`config.mk`:
```
export PLATFORM = sky130hd
export DESIGN_NAME = transport_send_arbiter
export DESIGN_NICKNAME = d
export VERILOG_FILES = /design/src/rtl/transport_pkg.sv /design/src/rtl/transport_send_arbiter_busy_watchdog.sv /design/src/rtl/transport_send_arbiter.sv
export SDC_FILE = /design/constraint.sdc
export NUM_CORES = 1
export LEC_CHECK = 0
export CAP_MARGIN = 10
export CORE_ASPECT_RATIO = 0.9
export CORE_MARGIN = 4
export CORE_UTILIZATION = 42
export DETAILED_ROUTE_END_ITERATION = 16
export MAX_ROUTING_LAYER = met4
export PLACE_DENSITY = 0.73
export SYNTH_ARGS = -nofsm -noshare
export SYNTH_HDL_FRONTEND = slang
export SYNTH_SLANG_ARGS = --single-unit
```
`constraint.sdc`:
```
create_clock -name clk -period 2.25 [get_ports clk]
set_clock_uncertainty 0.2 [all_clocks]
set_input_delay 0.3375 -clock clk [delete_from_list [all_inputs] [get_ports clk]]
set_output_delay 0.3375 -clock clk [all_outputs]
set_load 0.005 [all_outputs]
```
`src/rtl/transport_pkg.sv`:
```
// Shared codes for the transportSend arbiter slice.
// Command, owner and FSM state encodings.
package transport_pkg;

  localparam logic [1:0] CMD_NONE  = 2'b00;
  localparam logic [1:0] CMD_OPEN  = 2'b01;
  localparam logic [1:0] CMD_DATA  = 2'b10;
  localparam logic [1:0] CMD_CLOSE = 2'b11;

  typedef enum logic [1:0] {
    OWN_NONE = 2'b00,
    OWN_CTL  = 2'b01,
    OWN_AUD  = 2'b10
  } owner_e;

  typedef enum logic [1:0] {
    S_IDLE,
    S_ISSUE,
    S_WAIT_ACK,
    S_WAIT_DONE
  } state_e;

endpackage

```
`src/rtl/transport_send_arbiter_busy_watchdog.sv`:
```
// busy_watchdog: loadable down-counter that flags a sender
// which never raises busy after a send strobe.
module busy_watchdog #(
  parameter int unsigned ACK_TIMEOUT = 255
) (
  input  logic clk,
  input  logic reset,
  input  logic start,
  input  logic clear,
  output logic expired
);

  localparam int CW = 16;

  logic [CW-1:0] cnt;
  logic          run;

  // Loaded with N-1 so expiry lands on the Nth waiting cycle.
  always_ff @(posedge clk) begin
    if (reset || clear) begin
      cnt <= '0;
      run <= 1'b0;
    end else if (start) begin
      cnt <= CW'(ACK_TIMEOUT - 1);
      run <= 1'b1;
    end else if (run) begin
      if (cnt == '0) run <= 1'b0;
      else           cnt <= cnt - 16'd1;
    end
  end

  assign expired = run && (cnt == '0);

endmodule

```
`src/rtl/transport_send_arbiter.sv`:
```
// Round-robin arbiter sharing transportSend between control and audio.
// Define TRANSPORT_ARB_STATS_EN for grant/timeout statistics counters.
module transport_send_arbiter
  import transport_pkg::*;
#(
  parameter logic [1:0]  AUD_CMD     = 2'b10,
  parameter int unsigned ACK_TIMEOUT = 255,
  parameter int          TW          = 16
) (
  input  logic          clk,
  input  logic          reset,
  input  logic          ctl_req,
  input  logic [1:0]    ctl_cmd,
  input  logic [TW-1:0] ctl_data,
  output logic          ctl_gnt,
  input  logic          aud_req,
  input  logic [TW-1:0] aud_data,
  output logic          aud_gnt,
  input  logic          ts_busy,
  output logic [1:0]    ts_cmd,
  output logic [TW-1:0] ts_data,
  output logic          ts_send,
  output logic [1:0]    owner,
  output logic          timeout_err
`ifdef TRANSPORT_ARB_STATS_EN
  ,
  output logic [15:0]   ctl_count,
  output logic [15:0]   aud_count,
  output logic [7:0]    to_count
`endif
);

  state_e        state_q, state_d;
  owner_e        own_q, own_d;
  owner_e        last_q, last_d;
  logic [1:0]    cmd_q, cmd_d;
  logic [TW-1:0] data_q, data_d;
  logic          wd_start, wd_clear, wd_expired;
  logic          ctl_v, pick_ctl;

  assign ctl_v    = ctl_req && (ctl_cmd != CMD_NONE);
  assign pick_ctl = ctl_v && (!aud_req || last_q == OWN_AUD);

  busy_watchdog #(
    .ACK_TIMEOUT(ACK_TIMEOUT)
  ) u_wd (
    .clk    (clk),
    .reset  (reset),
    .start  (wd_start),
    .clear  (wd_clear),
    .expired(wd_expired)
  );

  always_ff @(posedge clk) begin
    if (reset) begin
      state_q <= S_IDLE;
      own_q   <= OWN_NONE;
      last_q  <= OWN_AUD;
      cmd_q   <= CMD_NONE;
      data_q  <= '0;
    end else begin
      state_q <= state_d;
      own_q   <= own_d;
      last_q  <= last_d;
      cmd_q   <= cmd_d;
      data_q  <= data_d;
    end
  end

  always_comb begin
    state_d     = state_q;
    own_d       = own_q;
    last_d      = last_q;
    cmd_d       = cmd_q;
    data_d      = data_q;
    ts_send     = 1'b0;
    ctl_gnt     = 1'b0;
    aud_gnt     = 1'b0;
    timeout_err = 1'b0;
    wd_start    = 1'b0;
    wd_clear    = 1'b0;
    unique case (state_q)
      S_IDLE: begin
        if (!ts_busy && (ctl_v || aud_req)) begin
          state_d = S_ISSUE;
          if (pick_ctl) begin
            cmd_d  = ctl_cmd;
            data_d = ctl_data;
            own_d  = OWN_CTL;
            last_d = OWN_CTL;
          end else begin
            cmd_d  = AUD_CMD;
            data_d = aud_data;
            own_d  = OWN_AUD;
            last_d = OWN_AUD;
          end
        end
      end
      S_ISSUE: begin
        ts_send  = 1'b1;
        ctl_gnt  = (own_q == OWN_CTL);
        aud_gnt  = (own_q == OWN_AUD);
        wd_start = 1'b1;
        state_d  = S_WAIT_ACK;
      end
      S_WAIT_ACK: begin
        if (ts_busy) begin
          wd_clear = 1'b1;
          state_d  = S_WAIT_DONE;
        end else if (wd_expired) begin
          timeout_err = 1'b1;
          own_d       = OWN_NONE;
          cmd_d       = CMD_NONE;
          state_d     = S_IDLE;
        end
      end
      S_WAIT_DONE: begin
        if (!ts_busy) begin
          own_d   = OWN_NONE;
          cmd_d   = CMD_NONE;
          state_d = S_IDLE;
        end
      end
      default: state_d = S_IDLE;
    endcase
  end

  assign ts_cmd  = cmd_q;
  assign ts_data = data_q;
  assign owner   = own_q;

`ifdef TRANSPORT_ARB_STATS_EN
  always_ff @(posedge clk) begin
    if (reset) begin
      ctl_count <= '0;
      aud_count <= '0;
      to_count  <= '0;
    end else begin
      if (ctl_gnt && ctl_count != 16'hffff)
        ctl_count <= ctl_count + 16'd1;
      if (aud_gnt && aud_count != 16'hffff)
        aud_count <= aud_count + 16'd1;
      if (timeout_err && to_count != 8'hff)
        to_count <= to_count + 8'd1;
    end
  end
`endif

endmodule

```
== Yosys cells after proc, flatten, opt, wreduce, memory -nomap -nowiden ==
Index checks and enable logic that the tools add are counted.

* Add/subtract/negate cells: 1
* Equal/unequal tests: 12
* Multiplexer cells: 27
* Bitwise gates (word level): 1
* Reductions and logical operators: 20

{| class="wikitable"
|+ Operator list
! operator !! count
|-
| 8-bit two-way mux || 3
|-
| 2-bit two-way mux || 9
|-
| 16-bit logical NOT || 1
|-
| 16-bit two-way mux || 1
|-
| 16-bit by 1-bit subtractor with 16-bit output, second input constant || 1
|-
| 2-bit case mux with 3 select lines || 2
|-
| 1-bit two-way mux || 11
|-
| 2-bit == test, second input constant || 4
|-
| 2-bit != test, second input constant || 4
|-
| 2-bit case mux with 4 select lines || 1
|-
| 2-bit AND reduction || 3
|-
| 5-bit AND reduction || 1
|-
| 2-bit by 1-bit == test with 1-bit output, second input constant || 2
|-
| 1-bit logical AND || 4
|-
| 2-bit nonzero test || 2
|-
| 1-bit logical OR || 3
|-
| 3-bit by 2-bit != test with 1-bit output, second input constant || 1
|-
| 3-bit AND reduction || 1
|-
| 3-bit nonzero test || 1
|-
| 1-bit logical NOT || 2
|-
| 2-bit logical NOT || 1
|-
| 2-bit by 1-bit != test with 1-bit output, second input constant || 1
|-
| 2-bit OR reduction || 1
|-
| 1-bit NOT || 1
|}

* Bits in registers: 41
* Input bits: 39
* Word-level logic and storage cells: 69

== Depth between registers and ports, before layout ==
* Depth after elaboration: 6
* Gate-level depth with buffers: 7

== Hierarchy ==
A second synthesis with hierarchy kept.

* Cells, all modules: 245
* Area total of the unflattened synthesis: 2277.2 um^2

{| class="wikitable"
|+ Modules (own cells, without submodules)
! module !! times used !! cells an instance !! area each (um^2)
|-
| transport_send_arbiter || 1 || 134 || 1328.8
|-
| busy_watchdog || 1 || 111 || 948.4
|}

== Least setup slack after synthesis ==
OpenSTA, ideal clock, no wires.

* Path type: flip-flop to flip-flop
* Start: register u_wd.cnt[0]
* End: register u_wd.cnt[4]
* Setup time: 0.115 ns
* Arrival: 2.068 ns
* Data required time: 1.935 ns
* Slack: -0.133 ns
* Stages on the path, launching flop included: 8
* Clock period less this slack: 2.383 ns
* Cells stage by stage: dfxtp_1 > inv_1 > ha_1 > or4b_2 > o41ai_4 > nor4b_1 > xor2_1 > o21a_1

* Word-level cells in the longest chain between the ends: 4
* Elaborated cells on any way between the ends: 7
* Classes of those cells: add/sub: 1; eq/ne: 1; mux: 3; reduce/logical: 2

{| class="wikitable"
|+ Ends and longest elaborated chain
! what !! RTL line !! text
|-
| start, declared || transport_send_arbiter_busy_watchdog.sv:15 || <nowiki>logic [CW-1:0] cnt;</nowiki>
|-
| start signal, assigned || transport_send_arbiter_busy_watchdog.sv:24 || <nowiki>cnt <= CW'(ACK_TIMEOUT - 1);</nowiki>
|-
| start signal, assigned || transport_send_arbiter_busy_watchdog.sv:28 || <nowiki>else cnt <= cnt - 16'd1;</nowiki>
|-
| 16-bit by 1-bit subtractor with 16-bit output || transport_send_arbiter_busy_watchdog.sv:28 ||
|-
| 8-bit two-way mux || transport_send_arbiter_busy_watchdog.sv:27 || <nowiki>if (cnt == '0) run <= 1'b0;</nowiki>
|-
| 8-bit two-way mux || transport_send_arbiter_busy_watchdog.sv:26 || <nowiki>end else if (run) begin</nowiki>
|-
| 8-bit two-way mux || transport_send_arbiter_busy_watchdog.sv:23 || <nowiki>end else if (start) begin</nowiki>
|}

Parallel ways exist; a longest one is shown, timed or not. The select of a mux whose other input is x is not followed.
A chain may end at the register's enable or synchronous reset.

== Final worst setup path ==
* Start: register u_wd.cnt[2]
* End: register u_wd.cnt[3]

The elaborated chain is that of the path after synthesis.

==> flow_summary.ini <==
[outcome]
outcome = complete, but fails checks
violations = setup timing

[global_route]
grt_start_max_net_pins = 34
grt_pass1_wl_mm = 9.15
antenna_found_initial = 0
grt_overflow = 0
track_usage = 0.199
grt_pass1_vias = 1966

[cells_and_area]
final_nets = 364
drive_gt1_frac = 0.197
synthToLayoutAreaGrowth_pct = 55.4
antenna_cells = 0

[floorplanning]
core_um2 = 4600
rows = 23
die_h_um = 74.6
initial_utilization = 0.449
ios = 63
fp.dieW_um = 82.0
dieArea_um2 = 6120

[synth]
synth_nets = 274
post-synth-top-area-fraction = 0.397
yosysSeqAreaShare = 0.397
synth.most_common_cell = dfxtp_1
yosysUniqueCellTypes = 38
synthTopCellsByCount = 41 x dfxtp_1, 29 x nor2_1, 18 x a211oi_1, 16 x mux2i_1
synth_flop_cell = dfxtp_1
synth_area_um2 = 2070
netlist_instances = 228
yosysWarningCount = 0
synth_edf_count = 0
synthArstFlopShare = 0
synth_top_area_cell = dfxtp_1
syn_area_per_cell_um2 = 9.08
synthTopCellsByArea = dfxtp_1 40%, mux2i_1 7.7%, a211oi_1 6.5%
ys_ff_latch = 41

[timing]
finalMaxSlewViolations = 0
finalSetupViolations = 5
fin_crit_ns = 2.28
setup_tns_ns = -0.0931
timing.final.hold_violations = 0
slew_headroom = 0.624
final.period_utilization = 1.01
worstMarginPinSlew_ns = 0.559
rsz0062_at_grt = yes
timing.hold.ws_ns = 0.284
fmax_ghz = 0.438
layout_setup_ws_ns = -0.0329

[placement]
portBuffers = 62
finalWeightedCongestion = 0.870
dp_hpwl_mm = 4.16

[route]
firstDrtPassIters = 4
drc_errors = 0
vias_per_cell = 5.24
wl_mm = 5.45
drtAntennaViolNets = 0
dr_total_vias = 1998
post_drt_wl_per_cell_um = 14.3
drtIter0Drc = 109

[clock_tree]
cts_htree_levels = 2
clock_sinks = 41
ctsHoldBuffers = 0
clock_latency_ns = 0.30
cts_inserted_buffers = 5
cts-root-buf = clkbuf_8
clock_path_buffers = 2
path_clk_slew_ns = 0.08
cts_tree = built

[critical_path]
r2r_end = u_wd.cnt[3]
ff2ff_setup_slack_ns = -0.03
endpoint_kind = flip-flop
critPathMaxFanout = 5
regToRegStartpoint = u_wd.cnt[2]
critPathArrivalTime_ns = 2.28
start_kind = flip-flop
r2r_cells = 7
crit_type = flip-flop to flip-flop
worstPathRequired_ns = 2.24

[min_path]
hold_path_class = flip-flop to flip-flop
min_to = ts_cmd[1]
min-delay-start = ts_cmd[1]
holdPathStages = 2

[pwr]
powerDensity_nw_per_um2 = 1210
vdd_drop_max_uv = 740
p_leak_nw = 1.30

[job]
drv_cap = 0
[cells in the final DEF (no fill, tap or decap), types with 3 or more instances in the layout]
master,n
o21a_1,9
buf_4,30
o32ai_1,4
dfxtp_1,38
inv_1,6
or3_1,4
a21o_1,3
xor2_1,5
o21ai_0,5
clkdlybuf4s50_1,61
a21oi_1,10
nand2b_1,5
nand2_1,3
a211oi_1,17
nor2_1,28
nor3_1,6
ha_1,6
dfxtp_2,3
or4_1,4
inv_2,3
clkbuf_8,5
mux2i_1,16
xnor2_1,5
nor4_1,4
and3_1,3
[flip-flops by register name, indices dropped and copies added, names as in the netlist]
signal / cells
u_wd.run: 1
last_q: 2
owner: 2
ts_cmd: 2
state_q: 2
ts_data: 16
u_wd.cnt: 16
[metrics by stage]
step	util	total power, W	cells	setup slack [ns]	instance area [µm²]
finish	0.699	0.00388	381	-0.0329	3220
global route	0.699	0.00417	381	-0.0986	3220
CTS	0.693	0.00385	381	-0.0448	3190
detailed placement	0.653	0.00306	372	-0.222	3010
global placement	0.653	0.00302	372	-0.154	3010
floorplan	-	0.00218	228	0.0101	2080
[how the worst max path moves through the flow]
stage,startpoint,to,slack (ns),cells past startpoint
finish,u_wd.cnt[2],u_wd.cnt[3],-0.03,7
global route,u_wd.cnt[2],u_wd.cnt[3],-0.1,7
CTS,u_wd.cnt[0],timeout_err,-0.04,7
detailed placement,u_wd.cnt[2],timeout_err,-0.22,5
global placement,u_wd.cnt[2],timeout_err,-0.15,5
floorplan,u_wd.cnt[2],u_wd.cnt[4],0.01,6
[area by class of cell]
cell class	count	area, µm²
fillers	366	1390
multi-input cells	165	1260
repair buffers	96	903
flip-flops and latches	41	825
well taps	62	77.6
clock buffers	5	68.8
clock inverters	3	46.3
inverters	9	33.8
[power breakdown]
| part | leakage (nW) | total, W | switching [W] | internal, W |
|---|---|---|---|---|
| combinational | 0.911 | 0.00220 | 0.00107 | 0.00114 |
| sequential | 0.338 | 0.00107 | 0.000133 | 0.000940 |
| clock | 0.0543 | 0.000606 | 0.000274 | 0.000332 |
| total | 1.30 | 0.00388 | 0.00147 | 0.00241 |
[critical path: stages, from the launching register on]
cell and delay [ns]:
dfxtp_1 0.32, or4_4 0.57, buf_6 0.16, o41ai_4 0.37, buf_4 0.19, nor4_1 0.05
xor2_1 0.14, o21a_1 0.18
[per-layer routing]
metal,vias to the layer above,track usage,wire length [µm]
met3,7,0.0363,212
li1,1018,-,-
met5,-,-,0
met1,932,0.259,2540
met2,41,0.314,2620
met4,0,0.0609,69
[logic make-up after synthesis]
group	synth area share
AND/OR/NAND/NOR	0.183
flip-flops	0.397
AO/OA/AOI/OAI	0.213
XOR/XNOR	0.0466
adder cells (fa/ha/maj)	0.0423
buffers and inverters	0.0417
multiplexers	0.0774
[repair_timing]
| action | in CTS | in global routing |
|---|---|---|
| resized for setup | 21 | 5 |
| buffers inserted | 1 | 0 |
| endpoints found under the setup margin | 11 | 13 |
| pin swaps | 6 | 2 |
No activity file was read; power rests on OpenSTA's default activity.
